`src/rtl/ipq_pkg.sv`:
```
// Shared types and constants for the instruction prefetch queue.
package ipq_pkg;

    typedef struct packed {
        logic [31:0] pc;
        logic [31:0] inst;
    } ipq_entry_t;

    localparam int          INST_BYTES    = 4;
    localparam logic [31:0] PC_ALIGN_MASK = 32'hFFFF_FFFC;

    // Sequential fetch address; wraps from 32'hFFFF_FFFC to 0 by natural overflow.
    function automatic logic [31:0] pc_next(input logic [31:0] pc);
        return pc + 32'(INST_BYTES);
    endfunction

endpackage

```
`src/rtl/ipq_fifo.sv`:
```
// In-order entry buffer for fetched words: wrap-around pointers, occupancy count,
// and a flush that empties it in one cycle (flush wins over push and pop).
module ipq_fifo
    import ipq_pkg::*;
#(
    parameter int DEPTH = 4
) (
    input  logic                   clk,
    input  logic                   srst,
    input  logic                   push,
    input  ipq_entry_t             push_data,
    input  logic                   pop,
    input  logic                   flush,
    output ipq_entry_t             head,
    output logic                   empty,
    output logic [$clog2(DEPTH):0] count
);

    localparam int AW = $clog2(DEPTH);

    ipq_entry_t        mem_reg [DEPTH];
    logic [AW-1:0]     wr_ptr_reg;
    logic [AW-1:0]     rd_ptr_reg;
    logic [AW:0]       count_reg;
    logic              full;
    logic              push_en;
    logic              pop_en;
    logic [DEPTH-1:0]  wr_en;

    assign empty   = (count_reg == '0);
    assign full    = (count_reg == (AW+1)'(DEPTH));
    assign push_en = push && !full && !flush;
    assign pop_en  = pop && !empty && !flush;
    assign count   = count_reg;
    assign head    = mem_reg[rd_ptr_reg];

    generate
        for (genvar gi = 0; gi < DEPTH; gi++) begin : g_wr_en
            assign wr_en[gi] = push_en && (wr_ptr_reg == AW'(gi));
        end
    endgenerate

    always_ff @(posedge clk) begin
        for (int i = 0; i < DEPTH; i++) begin
            if (wr_en[i]) begin
                mem_reg[i] <= push_data;
            end
        end
    end

    always_ff @(posedge clk) begin
        if (srst || flush) begin
            wr_ptr_reg <= '0;
            rd_ptr_reg <= '0;
            count_reg  <= '0;
        end else begin
            if (push_en) begin
                wr_ptr_reg <= wr_ptr_reg + 1'b1;
            end
            if (pop_en) begin
                rd_ptr_reg <= rd_ptr_reg + 1'b1;
            end
            case ({push_en, pop_en})
                2'b10:   count_reg <= count_reg + 1'b1;
                2'b01:   count_reg <= count_reg - 1'b1;
                default: count_reg <= count_reg;
            endcase
        end
    end

    // The issue credit in the parent must make a push into a full buffer impossible.
    assert property (@(posedge clk) disable iff (srst) !(push && full && !flush));

endmodule

```
`src/rtl/inst_prefetch_queue.sv`:
```
// Instruction fetch front-end: owns the fetch PC, issues imem word reads under a credit
// limit, buffers responses in order, and flushes on redirect. IPQ_BYPASS_EN adds a
// zero-latency path from imem response to the core when the buffer is empty.
module inst_prefetch_queue
    import ipq_pkg::*;
#(
    parameter int          DEPTH        = 4,
    parameter int          MAX_INFLIGHT = 2,
    parameter logic [31:0] RESET_PC     = 32'h0000_0000
) (
    input  logic                   clk,
    input  logic                   rst_b,
    output logic                   imem_req_valid,
    input  logic                   imem_req_ready,
    output logic [31:0]            imem_req_addr,
    input  logic                   imem_rsp_valid,
    input  logic [31:0]            imem_rsp_data,
    output logic                   fetch_valid,
    input  logic                   fetch_ready,
    output logic [31:0]            fetch_pc,
    output logic [31:0]            fetch_inst,
    input  logic                   redirect_valid,
    input  logic [31:0]            redirect_pc,
    input  logic                   halted,
    output logic [$clog2(DEPTH):0] q_count
);

    localparam int CW = $clog2(MAX_INFLIGHT + 1);

    logic [31:0]   next_pc_reg;
    logic [31:0]   rsp_pc_reg;
    logic [CW-1:0] live_reg;
    logic [CW-1:0] drop_reg;

    logic          credit_ok;
    logic          req_fire;
    logic          rsp_keep;
    logic          rsp_drop;
    logic          bypass;
    logic          q_push;
    logic          q_pop;
    logic          q_empty;
    ipq_entry_t    q_head;
    ipq_entry_t    rsp_entry;
    logic [31:0]   redirect_aligned;

    // Buffer space must cover every live request, and imem never holds more than
    // MAX_INFLIGHT accepted requests including ones whose answers will be discarded.
    assign credit_ok = (32'(q_count) + 32'(live_reg) < 32'(DEPTH)) &&
                       (32'(live_reg) + 32'(drop_reg) < 32'(MAX_INFLIGHT));

    assign imem_req_valid   = !rst_b && !halted && !redirect_valid && credit_ok;
    assign imem_req_addr    = next_pc_reg;
    assign req_fire         = imem_req_valid && imem_req_ready;

    assign rsp_drop         = imem_rsp_valid && (drop_reg != '0);
    assign rsp_keep         = imem_rsp_valid && (drop_reg == '0);
    assign rsp_entry        = '{pc: rsp_pc_reg, inst: imem_rsp_data};
    assign redirect_aligned = redirect_pc & PC_ALIGN_MASK;

`ifdef IPQ_BYPASS_EN
    assign bypass      = rsp_keep && q_empty && !redirect_valid && fetch_ready;
    assign fetch_valid = !q_empty || bypass;
    assign fetch_pc    = q_empty ? rsp_pc_reg : q_head.pc;
    assign fetch_inst  = q_empty ? imem_rsp_data : q_head.inst;
`else
    assign bypass      = 1'b0;
    assign fetch_valid = !q_empty;
    assign fetch_pc    = q_head.pc;
    assign fetch_inst  = q_head.inst;
`endif

    assign q_push = rsp_keep && !redirect_valid && !bypass;
    assign q_pop  = fetch_ready && !q_empty && !redirect_valid;

    ipq_fifo #(
        .DEPTH (DEPTH)
    ) u_fifo (
        .clk       (clk),
        .srst      (rst_b),
        .push      (q_push),
        .push_data (rsp_entry),
        .pop       (q_pop),
        .flush     (redirect_valid),
        .head      (q_head),
        .empty     (q_empty),
        .count     (q_count)
    );

    always_ff @(posedge clk) begin
        if (rst_b) begin
            next_pc_reg <= RESET_PC;
            rsp_pc_reg  <= RESET_PC;
            live_reg    <= '0;
            drop_reg    <= '0;
        end else if (redirect_valid) begin
            // Every request still owed by imem becomes a response to throw away.
            next_pc_reg <= redirect_aligned;
            rsp_pc_reg  <= redirect_aligned;
            drop_reg    <= drop_reg + live_reg - CW'(rsp_keep) - CW'(rsp_drop);
            live_reg    <= '0;
        end else begin
            if (req_fire) begin
                next_pc_reg <= pc_next(next_pc_reg);
            end
            if (rsp_keep) begin
                rsp_pc_reg <= pc_next(rsp_pc_reg);
            end
            live_reg <= live_reg + CW'(req_fire) - CW'(rsp_keep);
            drop_reg <= drop_reg - CW'(rsp_drop);
        end
    end

    assert property (@(posedge clk) disable iff (rst_b)
        32'(live_reg) + 32'(drop_reg) <= 32'(MAX_INFLIGHT));

endmodule

```
`config.mk`:
```
export PLATFORM = sky130hd
export DESIGN_NAME = inst_prefetch_queue
export DESIGN_NICKNAME = d
export VERILOG_FILES = /design/src/rtl/ipq_pkg.sv /design/src/rtl/ipq_fifo.sv /design/src/rtl/inst_prefetch_queue.sv
export SDC_FILE = /design/constraint.sdc
export NUM_CORES = 1
export LEC_CHECK = 0
export ABC_AREA = 1
export ABC_CLOCK_PERIOD_IN_PS = 5000
export CAP_MARGIN = 40
export CORE_MARGIN = 3
export CORE_UTILIZATION = 51
export CTS_CLUSTER_DIAMETER = 150
export DETAILED_ROUTE_END_ITERATION = 16
export HOLD_SLACK_MARGIN = 0.03
export PLACE_DENSITY = 0.77
export SETUP_SLACK_MARGIN = 0.2
export SLEW_MARGIN = 20
export SYNTH_ARGS = -nofsm -noshare
export SYNTH_HDL_FRONTEND = slang
export SYNTH_HIERARCHICAL = 1
export SYNTH_SLANG_ARGS = --single-unit
```
`constraint.sdc`:
```
create_clock -name clk -period 5 [get_ports clk]
set_clock_uncertainty 0.2 [all_clocks]
set_input_delay 0.5 -clock clk [delete_from_list [all_inputs] [get_ports clk]]
set_output_delay 0.5 -clock clk [all_outputs]
set_load 0.05 [all_outputs]
```
# ---- Word level (Yosys, flattened, before mapping)
# Memories as Yosys holds them, arrays and structs flattened. A register that Yosys moved wholly into a read port is not among the register bits.
# Cells that the tools add are included.
dict set report classes {
  add_sub_neg 14
  mux 25
  n_eq_ne 6
  n_shift 0
  div 0
  magnitude_cmp 2
  bitwise_logic 0
  n_mul 0
  n_reduce_logical 35
}
# operator n
set op_table {}
lappend op_table {{64-bit two-way mux} 3}
lappend op_table {{64-bit OR reduction} 3}
lappend op_table {{32-bit two-way mux} 4}
lappend op_table {{32-bit by 3-bit adder with 32-bit output (second input constant)} 2}
lappend op_table {{1-bit logical AND} 18}
lappend op_table {{2-bit two-way mux} 6}
lappend op_table {{1-bit two-way mux} 11}
lappend op_table {{2-bit nonzero test} 4}
lappend op_table {{2-bit by 1-bit subtractor with 2-bit output} 4}
lappend op_table {{2-bit == test (second input constant)} 3}
lappend op_table {{3-bit one-hot mux with 2 select lines} 1}
lappend op_table {{1-bit logical NOT} 5}
lappend op_table {{2-bit by 1-bit adder with 2-bit output (second input constant)} 2}
lappend op_table {{3-bit by 2-bit adder with 4-bit output} 1}
lappend op_table {{2-bit by 1-bit == test with 1-bit output (second input constant)} 2}
lappend op_table {{2-bit logical NOT} 2}
lappend op_table {{4-bit by 3-bit < comparator with 1-bit output (second input constant)} 1}
lappend op_table {{2-bit by 2-bit adder with 3-bit output} 1}
lappend op_table {{3-bit by 1-bit adder with 3-bit output (second input constant)} 1}
lappend op_table {{3-bit == test (second input constant)} 1}
lappend op_table {{3-bit logical NOT} 1}
lappend op_table {{3-bit by 2-bit < comparator with 1-bit output (second input constant)} 1}
lappend op_table {{3-bit by 1-bit subtractor with 3-bit output (second input constant)} 1}
lappend op_table {{2-bit by 1-bit adder with 2-bit output} 1}
lappend op_table {{3 further kinds} 3}
dict set report word_totals {
  latch_bits 0
  input_bits 71
  ram_bits 256
  reg_bits 75
  mem_bits_ro 0
  out_inout_bits 101
  n_memories 1
  word_cells 92
}
# name depth word_bits rd rd_clocked_by_memory_dff write_ports line
set mem_list {}
lappend mem_list {u_fifo.mem_reg 4 64 1 1 1 ipq_fifo.sv:21} ;# ipq_entry_t mem_reg [DEPTH];

# ---- Logic depth before layout (Yosys ltp)
dict set report depth {
  depth_word 12
  mapped_depth 19
  mapped_depth_nobuf 19
}

# ---- Hierarchy
# Netlist, hierarchy kept.
# module cells_per_inst n_inst area_each_um2 seq_area_each_um2
set by_module_without_submodules {}
lappend by_module_without_submodules {ipq_fifo 693 1 9994.6 7867.5}
lappend by_module_without_submodules {inst_prefetch_queue 765 1 4610.7 1281.2}

# ---- Least setup slack after synthesis
# No wires, ideal clock.
dict set report synth_timing {
  kind {input to register}
  from {input redirect_valid}
  to {memory u_fifo/mem_reg[0][0] (netlist bit), enable pin}
  setup_ns 0.487
  stages 7
  setup_slack_ns 0.195
  t_arrival_ns 4.118
  path_cell_list {buf_6 -> buf_2 -> nor2_2 -> inv_1 -> nor2_1 -> nand2_1 -> nor2_1}
}
dict set report synth_via {
  word_cells_on_any_way 25
}
# element line
set synth_lines {}
lappend synth_lines {{start, declared} inst_prefetch_queue.sv:22} ;# input logic redirect_valid,
lappend synth_lines {{1-bit logical NOT} inst_prefetch_queue.sv:73} ;# assign q_push = rsp_keep && !redirect_valid && !bypass;
lappend synth_lines {{1-bit logical AND} inst_prefetch_queue.sv:73}
lappend synth_lines {{net q_push} inst_prefetch_queue.sv:40} ;# logic q_push;
lappend synth_lines {{1-bit logical AND (2 in series)} ipq_fifo.sv:32} ;# assign push_en = push && !full && !flush;
lappend synth_lines {{1-bit logical AND} ipq_fifo.sv:39} ;# assign wr_en[gi] = push_en && (wr_ptr_reg == AW'(gi));
lappend synth_lines {{net u_fifo.wr_en[0]} ipq_fifo.sv:28} ;# logic [DEPTH-1:0] wr_en;
lappend synth_lines {{1-bit two-way mux} ipq_fifo.sv:45} ;# if (wr_en[i]) begin
lappend synth_lines {{1-bit two-way mux (implied by the code)} ipq_fifo.sv:46} ;# mem_reg[i] <= push_data;
lappend synth_lines {{1-bit two-way mux (no source line) (3 in series)} -}
lappend synth_lines {{end, declared} ipq_fifo.sv:21}
# The timed path passes the listed nets, and every way through them passes these cells.

==> summary.md <==
| Metric | Value |
|---|---|
| Status | finished, final reports clean |
| Total gr overflow | 0 |
| Fin. max-slew vios | 0 |
| Crit path launch type | flip-flop |
| Num rows | 61 |
| Post-synth EDFFs | 256 |
| Max reg flops | 256 |
| CTS clock-pin slew for the worst setup and hold paths | 0.06 ns |
| Bufs on Longest Clock Path | 3 |
| Crit Path Max Fanout | 42 |
| Fmax | 0.256 GHz |
| Avg Inst Size Synth | 10.0 µm² |
| Final hold violations | 0 |
| Die area | 30700 µm² |
| Sw power | 1490 µW |
| # setup viols final | 0 |
| Initial Util | 52.1% |
| Crit Path Class | flip-flop to primary output |
| Minimum clock period | 3.90 ns |
| Vias/cell | 5.52 |
| Fin util | 62.8% |
| Dominant cells by area after synthesis | edfxtp_1 53%, dfxtp_1 10%, nor2_1 6.5%, nand2_1 6.2%, o21ai_0 4.0% |
| Required @ worst endpoint | 4.30 ns |
| Post-synthesis cell count | 1458 |
| # IOs | 172 |
| Sw Share | 24.5% |
| Seq/Total Area, Yosys | 62.6% |
| PnR Total Power | 6060 µW |
| CP Data Arrival Time | 3.20 ns |
| Core Region | 28000 µm² |
| Drt wl/cell | 17.5 µm |
| ANT nets after route | 0 |
| Synth Register Bits | 329 |
| # resized after CTS | 0 |
| R2R cell count | 8 |
| CTS Hold Bufs | 0 |
| Rel. slew slack | 51.9% |
| GRT Resource Usage Total | 22.7% |
| Hold slack final | 0.301 ns |
| Worst reg2reg startpoint | drop_reg[1] |
| CTS tree | built |
| Peak VDD IR | 234 µV |
| Yosys top cell area share | 52.6% |
| Initial DRT Pass Iterations | 6 |
| Num CTS Buffers | 35 |
| Postcts setup bufs | 0 |
| Antenna violations before repair | 0 |
| LEAKAGE | 0.00619 µW |
| Worst slew pin tran | 0.721 ns |
| Logic gate share of total power | 10.1% |
| Multi-input gate area | 4660 µm² |
| Most frequent cells in the layout | 256 x edfxtp_1, 247 x nor2_1, 243 x nand2_1 |
| FF-to-FF setup slack | 1.78 ns |
| Period utilisation layout | 78.1% |
| Synth async-reset ratio | 0% |
| Synthesized area | 14600 µm² |
| Flop pwr share | 51.5% |
| Nets | 1707 |
| Pwr Density | 344 nW/µm² |
| Most used DFF post-synth | edfxtp_1 |
| Worst min-delay path category | flip-flop to flip-flop |
| Synth warn | 6 |
| Post-synth top area cell | edfxtp_1 |
| Finished Cell Area | 17600 µm² |
| Largest net degree at the start of global routing | 92 |
| Clk_lat worst skew | 0.50 ns |
| CP endpoint kind | primary output |
| Die H | 175 µm |
| Worst Hold Path Cells | 2 |
| Setup TNS | 0 ns |
| Clock sink count | 329 |
| Starting DRT DRC Count | 1038 |
| Worst reg2reg path endpoint | u_fifo/mem_reg[1][33] |
| Vias in the first global route | 11147 |
| Dpl hpwl | 22700 µm |
| Gpl congestion | 0.905 |
| Root Driver | clkbuf_16 |
| Unrepaired setup endpoints after global routing | no |
| Vias | 11143 |
| Sequential Area | 9150 µm² |
| Distinct cell type count after synthesis | 44 |
| Residual DRC | 0 |
| Area delta synth->final | 20.5% |
| Hold Path Origin | u_fifo/rd_ptr_reg[1] |
| Clock Power Share | 38.4% |
| MaxCap Viol Count | 0 |
| Internal | 4570 µW |
| Antenna diodes | 0 |
| First-pass GRT wire length | 56200 µm |
| Dpl cell area | 16500 µm² |
| Port buffer count | 167 |
| Share of cells above drive strength 1 | 5.60% |
| Chip Width | 175 µm |
| Final wirelength | 35400 µm |
| # fillers | 2200 |
| Htree depth | 2 |
| Commonest non-fill, non-tap cell in the layout | edfxtp_1 |
==> worst max-delay path, cell delays in order (launching register included) <==
cell             delay, ns
dfxtp_4               0.59
clkinv_2              0.56
buf_4                 0.47
o21ai_1               0.20
o22ai_1               0.14
clkdlybuf4s50_1       0.72
==> cell families after synthesis <==
kind of cell / count (synthesis) / share of synthesized area, %
AOI/OAI and AO/OA: 315 / 11.6
buffers and inverters: 177 / 5.88
xor gates and xnor gates: 17 / 1.02
adders and majority gates: 16 / 1.52
DFF: 329 / 62.6
other: 1 / 0.0257
and+or+nand+nor: 603 / 17.3
==> worst max path at each step <==
stage / end / slack, ns / cells after the start
3_3_place_gp: u_fifo/mem_reg[1][5] / 1.31 / 8
4_1_cts: fetch_pc[5] / 1.03 / 4
2_1_floorplan: u_fifo/mem_reg[0][0] / 0.20 / 7
5_1_grt: fetch_inst[3] / 0.82 / 5
6_report: fetch_pc[5] / 1.10 / 5
3_5_place_dp: u_fifo/mem_reg[1][3] / 1.29 / 8
==> power groups by stage <==
stage	Clock (µW)	Combinational (µW)	Sequential, µW
after detailed placement	0	611	3170
after global placement	0	594	3170
after global routing	2480	670	3130
after floorplan	0	340	3200
final	2330	614	3120
after CTS	2370	615	3120
==> final cells by class <==
cell class                 instances  share of cell area (%)
clock buffer                      47                    5.35
clock inverter                    12                   0.483
inverter                         113                    2.44
multi-input combinational        961                    26.5
sequential                       329                    52.0
tap                              378                    2.69
timing repair buffer             180                    10.5
==> metal layers <==
layer	routed length, µm	track usage [%]	vias up	part of all wire [%]
met5	0	0	-	0
met4	981	8.61	0	2.8
met3	2860	3.82	73	8.1
met2	16700	37.6	481	47
met1	14900	30.0	5252	42
li1	-	-	5337	-
==> cell usage after synthesis, types with 6 or more instances <==
| master | instances |
|---|---|
| o21ai_0 | 118 |
| a31oi_1 | 6 |
| xor2_1 | 12 |
| nand2_1 | 243 |
| ha_1 | 13 |
| buf_6 | 19 |
| inv_1 | 107 |
| nand3_1 | 64 |
| edfxtp_1 | 256 |
| o22ai_1 | 68 |
| o21ai_1 | 60 |
| nand4_1 | 12 |
| nor2_1 | 251 |
| nor2_2 | 8 |
| buf_4 | 9 |
| clkbuf_1 | 25 |
| a21oi_1 | 54 |
| buf_2 | 8 |
| dfxtp_1 | 73 |
==> through the flow <==
| stage | std cells | setup slack [ns] |
|---|---|---|
| after floorplan | 1467 | 0.195 |
| after global placement | 1959 | 1.31 |
| after detailed placement | 1960 | 1.29 |
| after CTS | 2019 | 1.03 |
| after global routing | 2020 | 0.823 |
| final | 2020 | 1.10 |
Power figures use the tool's default switching activity.
==> variant, RTL diff (same settings) <==
Reset style: asynchronous (`rst_b`), changed in one clocked block.
--- a/src/rtl/inst_prefetch_queue.sv
+++ b/src/rtl/inst_prefetch_queue.sv
@@ -88,5 +88,5 @@
     );
 
-    always_ff @(posedge clk) begin
+    always_ff @(posedge clk or posedge rst_b) begin
         if (rst_b) begin
             next_pc_reg <= RESET_PC;
Formal check against the unedited RTL: differs if rst_b is asserted again (counterexample within 4 cycles, from zero or initial values and one cycle with rst_b high); with rst_b held inactive, the same outputs for 4 cycles.
==> variant against the unedited design <==
- setup slack worse by 0.10 ns
- core utilization grew 0.62 points
- critical path depth decreased by 1
- power is 12% higher
- sequential cell count stayed put
- design area rose by 1.5%
- clock power is 4% higher
- area after synthesis grew 1.1%
- count of clock-buffer cells in the layout shrank 4
- routed wire length shrank 3.2%
- global-route usage shrank 0.54 points
- first-iteration DRC count fell by 5.7%
- largest cell class unchanged
==> variant: results (changes against the unedited design) <==
* Capture point of the critical path: fetch_pc[9] (was fetch_pc[5])
* Hold crit path type: input pin to asynchronous set/reset pin (was flop to flop)
* Buffers added on ports at 167 (unchanged)
* Htree depth at 2 (unchanged)
* Largest net degree at the start of global routing at 73 (was 92)
* P_leak at 6.71 nW (was 6.19 nW)
* TritonRoute pass-1 iters at 5 (was 6)
* FF/Latch Area at 9470 um2 (was 9150 um2)
* Share of cells above drive strength 1 at 7.15% (was 5.60%)
* Met1 wire length at 14200 um (was 14900 um)
* Final Net Count at 1658 (was 1707)
* Clock transition at path regs at 0.07 ns
* Async set-reset flop share out of synthesis at 19.5% (was 0%)
* CP max FO at 72 (was 42)
* Worst R2R Start: drop_reg[1]$_DFF_PP0_ (was drop_reg[1]$_SDFF_PP0_)
* Clk network pwr share at 35.7% (was 38.4%)
* Met3 WL at 2820 um (was 2860 um)
* Hold_ws at 0.192 ns (was 0.301 ns)
* First-pass GRT wire length at 55000 um (was 56200 um)
* Finished Layout Cells at 1973 (was 2020)
* GPL Wtd Cong at 0.871 (was 0.905)
* Number of synthesized flops with an enable pin at 256 (unchanged)
* Vias in the first global route at 10600 (was 11100)
* Hpwl dp at 21700 um (was 22700 um)
* Register share of total power at 49.2% (was 51.5%)
* Pint at 4.93 mW (was 4.57 mW)
* CP peak stage delay at 0.86 ns (was 0.72 ns)
* Distinct cells, synth at 46 (was 44)
* DP Worst Slack at 1.37 ns (was 1.29 ns)
* Clock group at 2.43 mW (was 2.33 mW)
* Register area share after synthesis at 64.2% (was 62.6%)
* Cts bufs inserted at 34 (was 35)
* Number of vias per cell at 5.43 (was 5.52)
* Worst Tran Pin Value at 0.761 ns (was 0.721 ns)
* Most frequent cells after synthesis: edfxtp_1, nand2_1, nor2_1, inv_1, o21ai_0 (was edfxtp_1, nor2_1, nand2_1, o21ai_0, inv_1)
* Area after DPL at 16800 um2 (was 16500 um2)
* Routing usage on met1 at 30.3% (was 30.0%)
* Final min period at 4.01 ns (was 3.90 ns)
* Post-synth top area share at 52.1% (was 52.6%)
* DR WL/cell at 17.4 um (was 17.5 um)
* Grt met3 use at 3.78% (was 3.82%)
* Crit path DAT at 3.31 ns (was 3.20 ns)
* Met2 Usage GRT at 36.5% (was 37.6%)
* DR WL met2 at 16500 um (was 16700 um)
* Worst reg-to-reg path cell count at 16 (was 8)
* GRT Overall Usage at 22.1% (was 22.7%)
* Highest Signal Layer: met4 (unchanged)
* Clk buf depth at 3 (unchanged)
* Max VDD drop at 0.000200 V (was 0.000234 V)
* Cells after Synth at 1402 (was 1458)
* Synth area leaders: edfxtp_1, dfrtp_1, nand2_1, nor2_1, o21ai_0 (was edfxtp_1, dfxtp_1, nor2_1, nand2_1, o21ai_0)
* Initial DRC count at 979 (was 1038)
* Status: completed (unchanged)
* Worst flop-to-flop path endpoint: u_fifo/count[2]$_SDFFE_PP0P_ (was u_fifo/mem_reg[1][33]$_DFFE_PP_)
* R2r setup slk at 1.86 ns (was 1.78 ns)
* Filler cells at 2116 (was 2200)
* Placed Instances at 1912 (was 1960)
-- variant: cell count changes in the layout (fill, tap and decap cells not counted), moves of 4 or more --
cell,unedited run,this run
nand3_1,64,75
nor2_1,247,212
o211ai_1,5,11
a21oi_1,54,17
dfrtp_1,0,64
nand2_1,243,248
xor2_1,12,16
dfxtp_1,71,7
clkbuf_1,10,4
inv_2,1,5
o22ai_1,68,64
o21ai_0,118,99
-- variant: logic make-up (layout without fill, tap and decap cells) --
group	after synthesis	count (layout)	share of synthesized area [%]
AOI/OAI and AO/OA	261	261	9.67
xor gates and xnor gates	22	22	1.31
adders and majority gates	16	16	1.51
buffers and inverters	172	356	5.70
DFF	329	329	64.2
other	1	10	0.0254
and+or+nand+nor	601	601	17.6
-- variant: final cells by class --
class	instances	share of cell area, %
multi-input combinational	910	25.3
clock inverter	17	0.637
tap	378	2.65
timing repair buffer	183	10.6
inverter	113	2.42
clock buffer	43	5.42
sequential	329	53.0
